File: src/rtl/fila_chamadas_pkg.sv
// Shared definitions for the elevator request buffer: floor codes, presentation
// FSM states and the one-hot validity test.
package fila_chamadas_pkg;

  localparam logic [3:0] ANDAR1 = 4'b0001;
  localparam logic [3:0] ANDAR2 = 4'b0010;
  localparam logic [3:0] ANDAR3 = 4'b0100;
  localparam logic [3:0] ANDAR4 = 4'b1000;

  typedef enum logic [1:0] {
    OCIOSO  = 2'd0,
    ORIGEM  = 2'd1,
    DESTINO = 2'd2,
    RECUO   = 2'd3
  } estado_t;

  // A floor field is legal only if it names exactly one of the four floors.
  function automatic logic is_one_hot(input logic [3:0] v);
    return (v == ANDAR1) || (v == ANDAR2) || (v == ANDAR3) || (v == ANDAR4);
  endfunction

endpackage

File: src/rtl/fila_circular.sv
// Parameterised DEPTH x W synchronous circular FIFO; head word is visible
// combinationally on dado_o whenever the FIFO is not empty.
module fila_circular #(
  parameter int DEPTH = 8,
  parameter int W     = 8
) (
  input  logic                     clk_i,
  input  logic                     rst_i,
  input  logic                     push_i,
  input  logic                     pop_i,
  input  logic [W-1:0]             dado_i,
  output logic [W-1:0]             dado_o,
  output logic [$clog2(DEPTH):0]   nivel_o,
  output logic                     cheio_o,
  output logic                     vazio_o
);

  localparam int AW = $clog2(DEPTH);

  logic [W-1:0]  mem_q [DEPTH];
  logic [AW-1:0] wr_q, rd_q;
  logic [AW:0]   nivel_q;
  logic          wr_en, rd_en;

  assign cheio_o = (nivel_q == (AW+1)'(DEPTH));
  assign vazio_o = (nivel_q == '0);
  assign nivel_o = nivel_q;
  assign dado_o  = mem_q[rd_q];

  assign wr_en = push_i && (!cheio_o || pop_i);
  assign rd_en = pop_i && !vazio_o;

  always_ff @(posedge clk_i) begin
    if (wr_en) mem_q[wr_q] <= dado_i;
  end

  always_ff @(posedge clk_i) begin
    if (rst_i) begin
      wr_q    <= '0;
      rd_q    <= '0;
      nivel_q <= '0;
    end else begin
      if (wr_en) wr_q <= wr_q + 1'b1;
      if (rd_en) rd_q <= rd_q + 1'b1;
      case ({wr_en, rd_en})
        2'b10:   nivel_q <= nivel_q + 1'b1;
        2'b01:   nivel_q <= nivel_q - 1'b1;
        default: nivel_q <= nivel_q;
      endcase
    end
  end

endmodule

File: src/rtl/fila_chamadas.sv
// Request buffer ahead of the elevator datapath: validates and queues floor pairs,
// then replays each as separated one-hot origin/destination button pulses.
module fila_chamadas
  import fila_chamadas_pkg::*;
#(
  parameter int DEPTH   = 8,
  parameter int HOLD    = 4,
  parameter int GAP     = 2,
  parameter int TIMEOUT = 2000
) (
  input  logic                   clock,
  input  logic                   reset,
  input  logic [3:0]             painel_origem,
  input  logic [3:0]             painel_destino,
  input  logic                   painel_valido,
  output logic                   painel_pronto,
  input  logic                   uc_ack,
  output logic [3:0]             origemBot,
  output logic [3:0]             destinoBot,
  output logic                   ocupado,
  output logic [$clog2(DEPTH):0] nivel,
  output logic                   erro_invalido,
  output logic                   erro_timeout
);

  localparam int MAXC = (HOLD > GAP) ? ((HOLD > TIMEOUT) ? HOLD : TIMEOUT)
                                     : ((GAP > TIMEOUT) ? GAP : TIMEOUT);
  localparam int CW   = $clog2(MAXC) + 1;

  estado_t       estado_q, estado_d;
  logic [CW-1:0] cnt_q, cnt_d;
  logic [7:0]    entrada, cabeca, held_q, ultimo_q;
  logic [3:0]    origem_q, origem_d, destino_q, destino_d;
  logic          erro_inv_q, erro_to_q, erro_to_d;
  logic          aceita, par_valido, coalesce, push, pop, cheio, vazio;

  assign entrada    = {painel_origem, painel_destino};
  assign aceita     = painel_valido && painel_pronto;
  assign par_valido = is_one_hot(painel_origem) && is_one_hot(painel_destino)
                      && (painel_origem != painel_destino);
  // While anything is queued, the newest queued entry is always the last one written.
  assign coalesce   = (nivel != '0) && (entrada == ultimo_q);
  assign push       = aceita && par_valido && !coalesce;

  fila_circular #(.DEPTH(DEPTH), .W(8)) u_fila (
    .clk_i   (clock),
    .rst_i   (reset),
    .push_i  (push),
    .pop_i   (pop),
    .dado_i  (entrada),
    .dado_o  (cabeca),
    .nivel_o (nivel),
    .cheio_o (cheio),
    .vazio_o (vazio)
  );

  assign painel_pronto = !cheio;
  assign ocupado       = (estado_q != OCIOSO);
  assign origemBot     = origem_q;
  assign destinoBot    = destino_q;
  assign erro_invalido = erro_inv_q;
  assign erro_timeout  = erro_to_q;

  always_ff @(posedge clock) begin
    if (reset) begin
      estado_q   <= OCIOSO;
      cnt_q      <= '0;
      held_q     <= '0;
      ultimo_q   <= '0;
      origem_q   <= '0;
      destino_q  <= '0;
      erro_inv_q <= 1'b0;
      erro_to_q  <= 1'b0;
    end else begin
      estado_q   <= estado_d;
      cnt_q      <= cnt_d;
      if (pop)  held_q   <= cabeca;
      if (push) ultimo_q <= entrada;
      origem_q   <= origem_d;
      destino_q  <= destino_d;
      erro_inv_q <= aceita && !par_valido;
      erro_to_q  <= erro_to_d;
    end
  end

  always_comb begin
    estado_d = estado_q;
    pop      = 1'b0;
    unique case (estado_q)
      OCIOSO: if (!vazio) begin
        estado_d = ORIGEM;
        pop      = 1'b1;
      end
      ORIGEM:  if (cnt_q == CW'(HOLD - 1)) estado_d = DESTINO;
      DESTINO: if (uc_ack || (cnt_q == CW'(TIMEOUT - 1))) estado_d = RECUO;
      RECUO:   if (cnt_q == CW'(GAP - 1)) estado_d = OCIOSO;
      default: estado_d = OCIOSO;
    endcase
    cnt_d = (estado_d != estado_q || estado_q == OCIOSO) ? '0 : cnt_q + 1'b1;
  end

  always_comb begin
    origem_d  = (estado_q == ORIGEM)  ? held_q[7:4] : '0;
    destino_d = (estado_q == DESTINO) ? held_q[3:0] : '0;
    erro_to_d = (estado_q == DESTINO) && !uc_ack && (cnt_q == CW'(TIMEOUT - 1));
  end

endmodule

File: config.mk
export PLATFORM = sky130hd
export DESIGN_NAME = fila_chamadas
export DESIGN_NICKNAME = d
export VERILOG_FILES = /design/src/rtl/fila_chamadas_pkg.sv /design/src/rtl/fila_circular.sv /design/src/rtl/fila_chamadas.sv
export SDC_FILE = /design/constraint.sdc
export NUM_CORES = 1
export LEC_CHECK = 0
export CORE_MARGIN = 4
export CORE_UTILIZATION = 47
export DETAILED_ROUTE_END_ITERATION = 7
export GPL_TIMING_DRIVEN = 0
export PLACE_DENSITY_LB_ADDON = 0.2
export REMOVE_ABC_BUFFERS = 1
export SKIP_LAST_GASP = 1
export SLEW_MARGIN = 20
export SYNTH_ARGS = -nofsm -noshare
export SYNTH_HDL_FRONTEND = slang
export SYNTH_SLANG_ARGS = --single-unit
File: constraint.sdc
create_clock -name clock -period 4 [get_ports clock]
set_input_delay 0.8 -clock clock [delete_from_list [all_inputs] [get_ports clock]]
set_output_delay 0.8 -clock clock [all_outputs]
set_load 0.02 [all_outputs]
==> metrics.txt, run 1 <==
status finished clean; Final #Nets 408; CP top delay family compound AO/OA/AOI/OAI gates; commonest cells after routing, fill and taps aside 64 x edfxtp_1, 49 x dfxtp_1, 39 x nor2_1; Cells after DPL about 500; final slew viol count 0; Synth Instances 356; Fin. Hold Viols 0; layout cells sized above 1 15.0%; postcts setup bufs 0; Worst Path Buf+Inv 2; Worst Path Arrival 4.14 ns; Slew Limit Headroom 31.2%; IO buf count 27; area grow syn2layout 22.9%; CTS Buffer Depth 2; Tcrit/Tclk final 93.0%; vias 2858; Skew-Pair Late Insertion Delay 0.51 ns; TritonCTS clock tree yes; vias in the first global route approximately 2900; P_leak 1.95 nW; Reg2Reg Setup Slack 0.96 ns; largest net degree at the start of global routing 32; htree depth 4; CP Cell Sequence clkdlybuf4s50_1, nor4b_1, mux2_2, o22ai_2, nor2_1, inv_1, ha_1, ha_1, a21o_1, a21oi_1, xnor2_1, or3_1, a21oi_1; wire per inst between 15 and 20 µm; DRC viols 0; die area 0.0116 mm²; Post-synth EDFFs 64; # IOs 28; # hold bufs at CTS 0; Fmax 0.269 GHz; cts bufs inserted 17; Synth Area per Inst 13.1 µm²; row count 36; chip height 108 µm; Chip Width between 100 and 150 µm; ANT cells 0; Netlist cell types 47; initial antenna violation count 0; first-pass GRT wire length 14900 µm; Tmin final 3.72 ns; slowest stage delay, CP 0.70 ns; final antenna-violating net count 0; Max IR drop VDD about 0.36 mV; crit path capture type register; DP Wirelength 5560 µm; Slew @ Worst Pin approximately 1.0 ns; MaxCap Viol Count 0; Async SR Flop Fraction 0%; Total Wirelength 8950 µm; post_cts resized 0; share of the yosys chip area belonging to registers 62.5%; final worst slack 0.282 ns; power per standard cell area around 640 mW/mm²; worst slack, placed -0.458 ns; Via density 5.35; Finished Layout Cells 534; Final setup viols 0; Worst Skew around 0.019 ns; commonest non-fill, non-tap cell in the layout edfxtp_1; fill count 825; clock sink total 114; hold crit path type register to register; DRT Pass-1 Iters 4; CP Class input port to register; grt total ovfl 0; Initial Util 48.1%; worst hold slack 0.452 ns; clk slew on worst S/H paths approximately 0.050 ns; Root Buffer clkbuf_8; RSZ-0062 raised after global routing false; DRT iter0 DRCs 98; routability congestion estimate around 0.77; Synthesis Warnings 0; cell area after synthesis 0.00468 mm²; Data required, critical path 4.42 ns; GRT Overall Usage 17.2%; final setup TNS 0 ns; flops & latches, synth 114; slowest library cell on the worst path clkdlybuf4s50_1; CP startpoint kind input port; Synth Flop Type edfxtp_1; Worst Path Max Fanout 14; Placeable Area just under 0.01 mm²
==> kinds of logic (layout without fill, tap and decap cells) <==
| group | Yosys count | in the layout | synth area share (%) |
|---|---|---|---|
| xor gates and xnor gates | 24 | 24 | 4.49 |
| muxes | 26 | 26 | 9.87 |
| AOI/OAI and AO/OA | 52 | 52 | 7.22 |
| DFF | 114 | 114 | 62.5 |
| and+or+nand+nor | 104 | 104 | 11.3 |
| buffers and inverters | 28 | 73 | 2.38 |
| adders and majority gates | 8 | 8 | 2.30 |
==> path summary, 6_finish.rpt <==
check,start,to,depth (start not counted)
worst max-delay path,painel_origem[1],u_fila.nivel_o[3]$_SDFFE_PP0P_,13
worst max register to register,u_fila.nivel_o[0]$_SDFFE_PP0P_,u_fila.mem_q[6][0]$_DFFE_PP_,5
worst min register to register,held_q[2]$_SDFFE_PP0P_,destinoBot[2]$_SDFF_PP0_,1
worst min-delay path,held_q[2]$_SDFFE_PP0P_,destinoBot[2]$_SDFF_PP0_,1
==> cell type report <==
type / count / area [µm²] / share of cell area (%)
flip-flops and latches: 114 / 2920 / 50.8
multi-input cells: 214 / 1680 / 29.2
clock buffers: 20 / 425 / 7.40
repair buffers: 30 / 302 / 5.24
clock inverters: 12 / 213 / 3.70
well taps: 133 / 166 / 2.89
inverters: 11 / 41.3 / 0.718
==> cell usage after synthesis (2+ instances only) <==
cell type  instances  area [µm²]
a211oi_1           8        60.1
a21oi_1           17        85.1
a31oi_1            3        18.8
and2_1             9        56.3
and3_1             2        12.5
buf_1              3        11.3
buf_2              5        25.0
clkbuf_1           9        33.8
dfxtp_1           50        1000
edfxtp_1          64        1920
ha_1               7        87.6
inv_1             11        41.3
mux2i_1            9        90.1
mux4_2            16         360
nand2_1            8        30.0
nand2b_1           2        12.5
nand3_1           16        80.1
nand4_1            3        18.8
nor2_1            39         146
nor3_1             8        40.0
nor3b_1            3        22.5
nor4_1             5        31.3
nor4b_1            3        26.3
o21ai_0           10        50.1
or4b_1             2        20.0
xnor2_1            8        70.1
xor2_1            16         140
==> routing by layer <==
layer | routed length, µm | GRT usage, % | up-vias
met5 | 0 | 0 | -
li1 | - | - | 1396
met2 | 4640 | 28.2 | 40
met4 | 51 | 6.67 | 0
met3 | 303 | 5.64 | 2
met1 | 3950 | 21.1 | 1420
==> worst reg2reg max path, stage by stage, from the launching register on <==
cell	delay (ns)
dfxtp_1	0.37
nor3_1	0.38
nor3_1	0.14
a31oi_1	0.75
nand3_1	0.35
nor3b_2	0.69
==> through the flow <==
stage	power (W)	instance area, µm²	utilization, %
finish	0.00371	5750	59.1
global route	0.00390	5750	59.1
CTS	0.00375	5750	59.1
detailed placement	0.00211	5110	52.5
global placement	0.00207	5040	51.9
floorplan	0.00187	4610	-
==> flip-flops by register name (all words and copies together), names as in the netlist, 2 cells and up <==
name	count
u_fila.mem_q	64
cnt_q	12
held_q	8
ultimo_q	8
destinoBot	4
origemBot	4
u_fila.nivel_o	4
u_fila.rd_q	3
u_fila.wr_q	3
estado_q	2
==> where the power goes <==
part / internal (W) / switching (W)
clock: 0.00113 / 0.000496
sequential: 0.00130 / 0.0000979
combinational: 0.000323 / 0.000362
Note: power is estimated with default switching activity, not from simulation.
==> run 2: changes to the inputs <==
Settings changed: SLEW_MARGIN 20 to not set.
==> run 2 against run 1 <==
  * Setup slack got worse by 0.020 ns
  * Sequential share of layout area rose by 0.24 points
  * Total power down 2.8%
  * Largest cell class unchanged
==> metrics.txt, run 2 (synthesis results as in run 1) <==
area grow syn2layout 22.3%; Fin. Hold Viols 0; Total Wirelength 8930 µm; # IOs 28; status finished clean; GRT Overall Usage 16.8%; CP startpoint kind input port; largest registers u_fila.mem_q (64), cnt_q (12); grt total ovfl 0; final slew viol count 0; commonest cells after routing, fill and taps aside 64 x edfxtp_1, 50 x dfxtp_1, 39 x nor2_1; DRT iter0 DRCs 132; Tmin final ~3.7 ns; initial antenna violation count 0; power per standard cell area 630 mW/mm²; Root Buffer clkbuf_8; vias ~2900; wire per inst 16.8 µm; Hold Crit Start held_q[2]$_SDFFE_PP0P_; DRT Pass-1 Iters 4; Initial Util about 48%; DP Wirelength 5560 µm; Worst Skew 0.0113 ns; commonest non-fill, non-tap cell in the layout edfxtp_1; largest net degree at the start of global routing 32; cell count of the worst reg-to-reg path 9; Data required, critical path approximately 4.4 ns; register area 0.00292 mm²; chip height 108 µm; htree depth 4; Worst Path Arrival just over 4 ns; vias in the first global route 2813; CTS Buffer Depth 2; worst r2r src estado_q[1]$_SDFF_PP0_; routability congestion estimate 0.768; area of the multi-input gates between 0.0015 and 0.002 mm²; row count 36; crit path capture type register; die area 0.0116 mm²; CP Class input port to register; Reg2Reg Setup Slack 0.92 ns; Tcrit/Tclk final 93.5%; fill count between 800 and 900; Slew Limit Headroom a little under a fifth; Fmax about 0.27 GHz; final antenna-violating net count 0; postcts setup bufs 0; DRC viols 0; final worst slack 0.262 ns; post-layout util 58.8%; Skew-Pair Late Insertion Delay between 0.5 and 0.6 ns; clock sink total between 100 and 150; MaxCap Viol Count 0; worst slack, placed -0.601 ns; Worst Path Max Fanout 14; ANT cells 0; P_leak about 1.9 nW; Final #Nets 407; layout cells sized above 1 15.5%; Slew @ Worst Pin 1.22 ns; clk slew on worst S/H paths 0.06 ns; Max IR drop VDD 0.303 mV; crit path from painel_origem[1]; Largest Register u_fila.mem_q; cts bufs inserted 17; RSZ-0062 raised after global routing false; first-pass GRT wire length 14600 µm; max reg flops 64; IO buf count 27; hold crit path type register to register; Via density between 5 and 6; Chip Width 108 µm; Final setup viols 0; Critical path destination u_fila.nivel_o[3]$_SDFFE_PP0P_; RR Endpoint u_fila.nivel_o[3]$_SDFFE_PP0P_; Placeable Area 0.00973 mm²; TritonCTS clock tree yes
[run 2: worst min path at each step]
stage	end	slack [ns]	cells after the start
4_1_cts	destinoBot[2]$_SDFF_PP0_	0.46	1
3_3_place_gp	destinoBot[1]$_SDFF_PP0_	0.44	1
3_5_place_dp	destinoBot[2]$_SDFF_PP0_	0.44	1
6_report	destinoBot[2]$_SDFF_PP0_	0.45	1
5_1_grt	destinoBot[2]$_SDFF_PP0_	0.47	1
2_1_floorplan	destinoBot[0]$_SDFF_PP0_	0.43	1
[run 2: where the power goes]
part | internal [W] | switching (W) | leakage [nW] | total, W
registers | 0.00130 | 0.0000982 | 0.981 | 0.00140
clock network | 0.00103 | 0.000520 | 0.294 | 0.00155
logic | 0.000308 | 0.000353 | 0.656 | 0.000661
[run 2: metal layers]
| layer | routed length (µm) | track usage [%] | vias to the layer above |
|---|---|---|---|
| met5 | 0 | 0 | - |
| met4 | 82 | 6.40 | 0 |
| met3 | 409 | 4.98 | 10 |
| met2 | 4600 | 27.6 | 59 |
| met1 | 3840 | 21.0 | 1392 |
| li1 | - | - | 1395 |
[run 2: critical path, cell delays in order]
cell and delay (ns):
clkdlybuf4s50_1 0.69, nor4b_1 0.28, mux2_2 0.31, o22ai_2 0.47
nor2_1 0.17, inv_1 0.09, ha_1 0.20, ha_1 0.25
a21o_1 0.17, a21oi_1 0.18, xnor2_1 0.09, or3_1 0.30
a21oi_1 0.13
[run 2: stage by stage]
stage | area, µm² | hold slack, ns | power [W] | TNS, ns | cells
global route | 5720 | 0.467 | 0.00379 | 0 | 533
CTS | 5710 | 0.457 | 0.00365 | -0.256 | 533
global placement | 5040 | 0.437 | 0.00207 | -27.78 | 499
detailed placement | 5080 | 0.444 | 0.00209 | -19.53 | 501
finish | 5720 | 0.454 | 0.00361 | 0 | 533
floorplan | 4610 | 0.431 | 0.00187 | 0 | 339
[run 2: layout make-up]
type	instances	share of cell area, %
clock buffers	19	7.54
repair buffers	29	5.16
well taps	133	2.91
clock inverters	13	3.21
inverters	11	0.722
flip-flops and latches	114	51.1
multi-input cells	214	29.4
[run 2: repair_timing]
item	in CTS	in global routing
hold buffers	0	0
endpoints found under the setup margin	24	9
resized for setup	3	5
==> run 3: changes to the inputs <==
Settings changed: GPL_ROUTABILITY_DRIVEN set to 0, PLACE_DENSITY set to 0.65, PLACE_DENSITY_LB_ADDON 0.2 to not set, SKIP_LAST_GASP 1 to not set.
==> run 3 against run 2 <==
  * Sequential share of layout area rose by 0.42 points
  * Hold slack got worse by 0.0026 ns
  * Count of clock-buffer cells in the layout did not move
  * Die area stayed put
  * Total power fell by 4.3%
  * Sequential power hardly changed
  * Global-route usage about the same
  * Register-to-register slack got worse by 0.08 ns
==> metrics.txt, run 3 (synthesis results as in run 1) <==
# hold bufs at CTS 0; Fmax 0.270 GHz; area of the multi-input gates 0.00168 mm²; Via density about 5.3; Final #Nets 409; final setup TNS 0 ns; P_leak 1.91 nW; IO buf count 27; Tmin final 3.71 ns; wire per inst ~16 µm; Max IR drop VDD about 0.39 mV; grt total ovfl 0; status finished clean; initial antenna violation count 0; Final setup viols 0; Fin. Hold Viols 0; TritonCTS clock tree yes; DRC viols 0; ANT cells 0; Slew @ Worst Pin ~1.2 ns; Data required, critical path roughly 4.2 ns; DRT Pass-1 Iters 4; RSZ-0062 raised after global routing false; commonest cells after routing, fill and taps aside 64 x edfxtp_1, 50 x dfxtp_1, 39 x nor2_1; DP Wirelength 5570 µm; Worst Path Max Fanout 13; final slew viol count 0; Skew-Pair Late Insertion Delay slightly above 0.5 ns; cts bufs inserted 17; commonest non-fill, non-tap cell in the layout edfxtp_1; Slew Limit Headroom roughly a fifth; DRT iter0 DRCs ~150; layout cells sized above 1 15.4%; # IOs 28; max reg flops between 60 and 70; die area 0.0116 mm²; Root Buffer clkbuf_8; first-pass GRT wire length 14500 µm; GRT Overall Usage 16.8%; Worst Path Arrival 3.92 ns; hold crit path type register to register; CP Cell Sequence clkdlybuf4s50_1, xor2_1, nor4_1, a31oi_1, nand3_1, nor3_1, buf_2; largest registers u_fila.mem_q (64), cnt_q (12); clk slew on worst S/H paths approximately 0.050 ns; vias roughly 2900; largest net degree at the start of global routing 32; Largest Register u_fila.mem_q; chip height approximately 110 µm; vias in the first global route 2755; area grow syn2layout 21.3%; Initial Util 48.1%; crit path capture type register; htree depth 4; Tcrit/Tclk final 92.7%; final worst slack 0.293 ns; CP startpoint kind input port; slowest library cell on the worst path clkdlybuf4s50_1; CP Class input port to register; Placeable Area between 0.009 and 0.01 mm²; power per standard cell area 608 mW/mm²; fill count 791; row count 36; clock sink total 114; worst slack, placed -0.517 ns; slowest stage delay, CP 0.80 ns; Total Wirelength 8720 µm; Chip Width 108 µm; MaxCap Viol Count 0; register area 0.00292 mm²; final antenna-violating net count 0; Worst Skew 0.0113 ns; CTS Buffer Depth 2
==> run 3: cell types whose count changed in the layout (fill, tap and decap cells not counted) <==
cell,delta
buf_2,+1
buf_8,+1
bufinv_16,-3
clkbuf_1,-1
clkbuf_8,+1
clkinv_1,+2
clkinv_2,-1
clkinv_4,+2
clkinvlp_4,+1
inv_6,-1
nor3_1,+1
nor3_2,-1
==> run 3: power by group <==
| part | leakage [nW] | switching (W) | internal [W] |
|---|---|---|---|
| logic | 0.664 | 0.000353 | 0.000332 |
| registers | 0.981 | 0.0000976 | 0.00130 |
| clock network | 0.261 | 0.000518 | 0.000850 |
==> run 3: metal layers <==
metal  track usage [%]  vias to the layer above  wire (µm)
met3              4.98                        6        468
met4              7.03                        0         71
li1                  -                     1401          -
met1              23.0                     1386       4050
met2              25.0                       69       4140
met5                 0                        -          0
==> run 3: final cells by class <==
type	instances	share of cell area [%]
Inverter	11	0.728
Sequential cell	114	51.5
Multi-Input combinational cell	214	29.5
Timing Repair Buffer	31	5.56
Tap cell	133	2.93
Clock buffer	19	7.78
Clock inverter	13	1.98
==> run 3: worst paths after layout <==
| kind | startpoint | to | slack, ns | depth (start not counted) |
|---|---|---|---|---|
| hold / removal | held_q[6]$_SDFFE_PP0P_ | origemBot[2]$_SDFF_PP0_ | 0.45 | 1 |
| hold reg to reg | held_q[6]$_SDFFE_PP0P_ | origemBot[2]$_SDFF_PP0_ | 0.45 | 1 |
| setup reg to reg | u_fila.nivel_o[0]$_SDFFE_PP0P_ | u_fila.mem_q[4][1]$_DFFE_PP_ | 0.84 | 6 |
| setup / recovery | painel_origem[2] | u_fila.mem_q[4][1]$_DFFE_PP_ | 0.29 | 7 |
==> run 3: timing repair <==
action	in CTS	in global routing
gates resized for setup	0	5
setup endpoints to repair	0	9
buffers inserted	0	0
==> run 3: through the flow <==
step	hold slack [ns]	cell area [µm²]	std cells	power [W]	utilization, %
after floorplan	0.431	4610	339	0.00187	-
after global placement	0.439	5040	499	0.00207	51.9
after detailed placement	0.443	5090	502	0.00212	52.3
after CTS	0.455	5650	534	0.00349	58.0
after global routing	0.476	5680	535	0.00364	58.3
final	0.451	5680	535	0.00345	58.3
==> run 3: critical path, delay by kind of cell <==
kind / cells / cell delay [ns]
simple gates: 3 / 1.02
xor+xnor: 1 / 0.20
compound gates: 1 / 0.78
buf+inv: 2 / 1.11
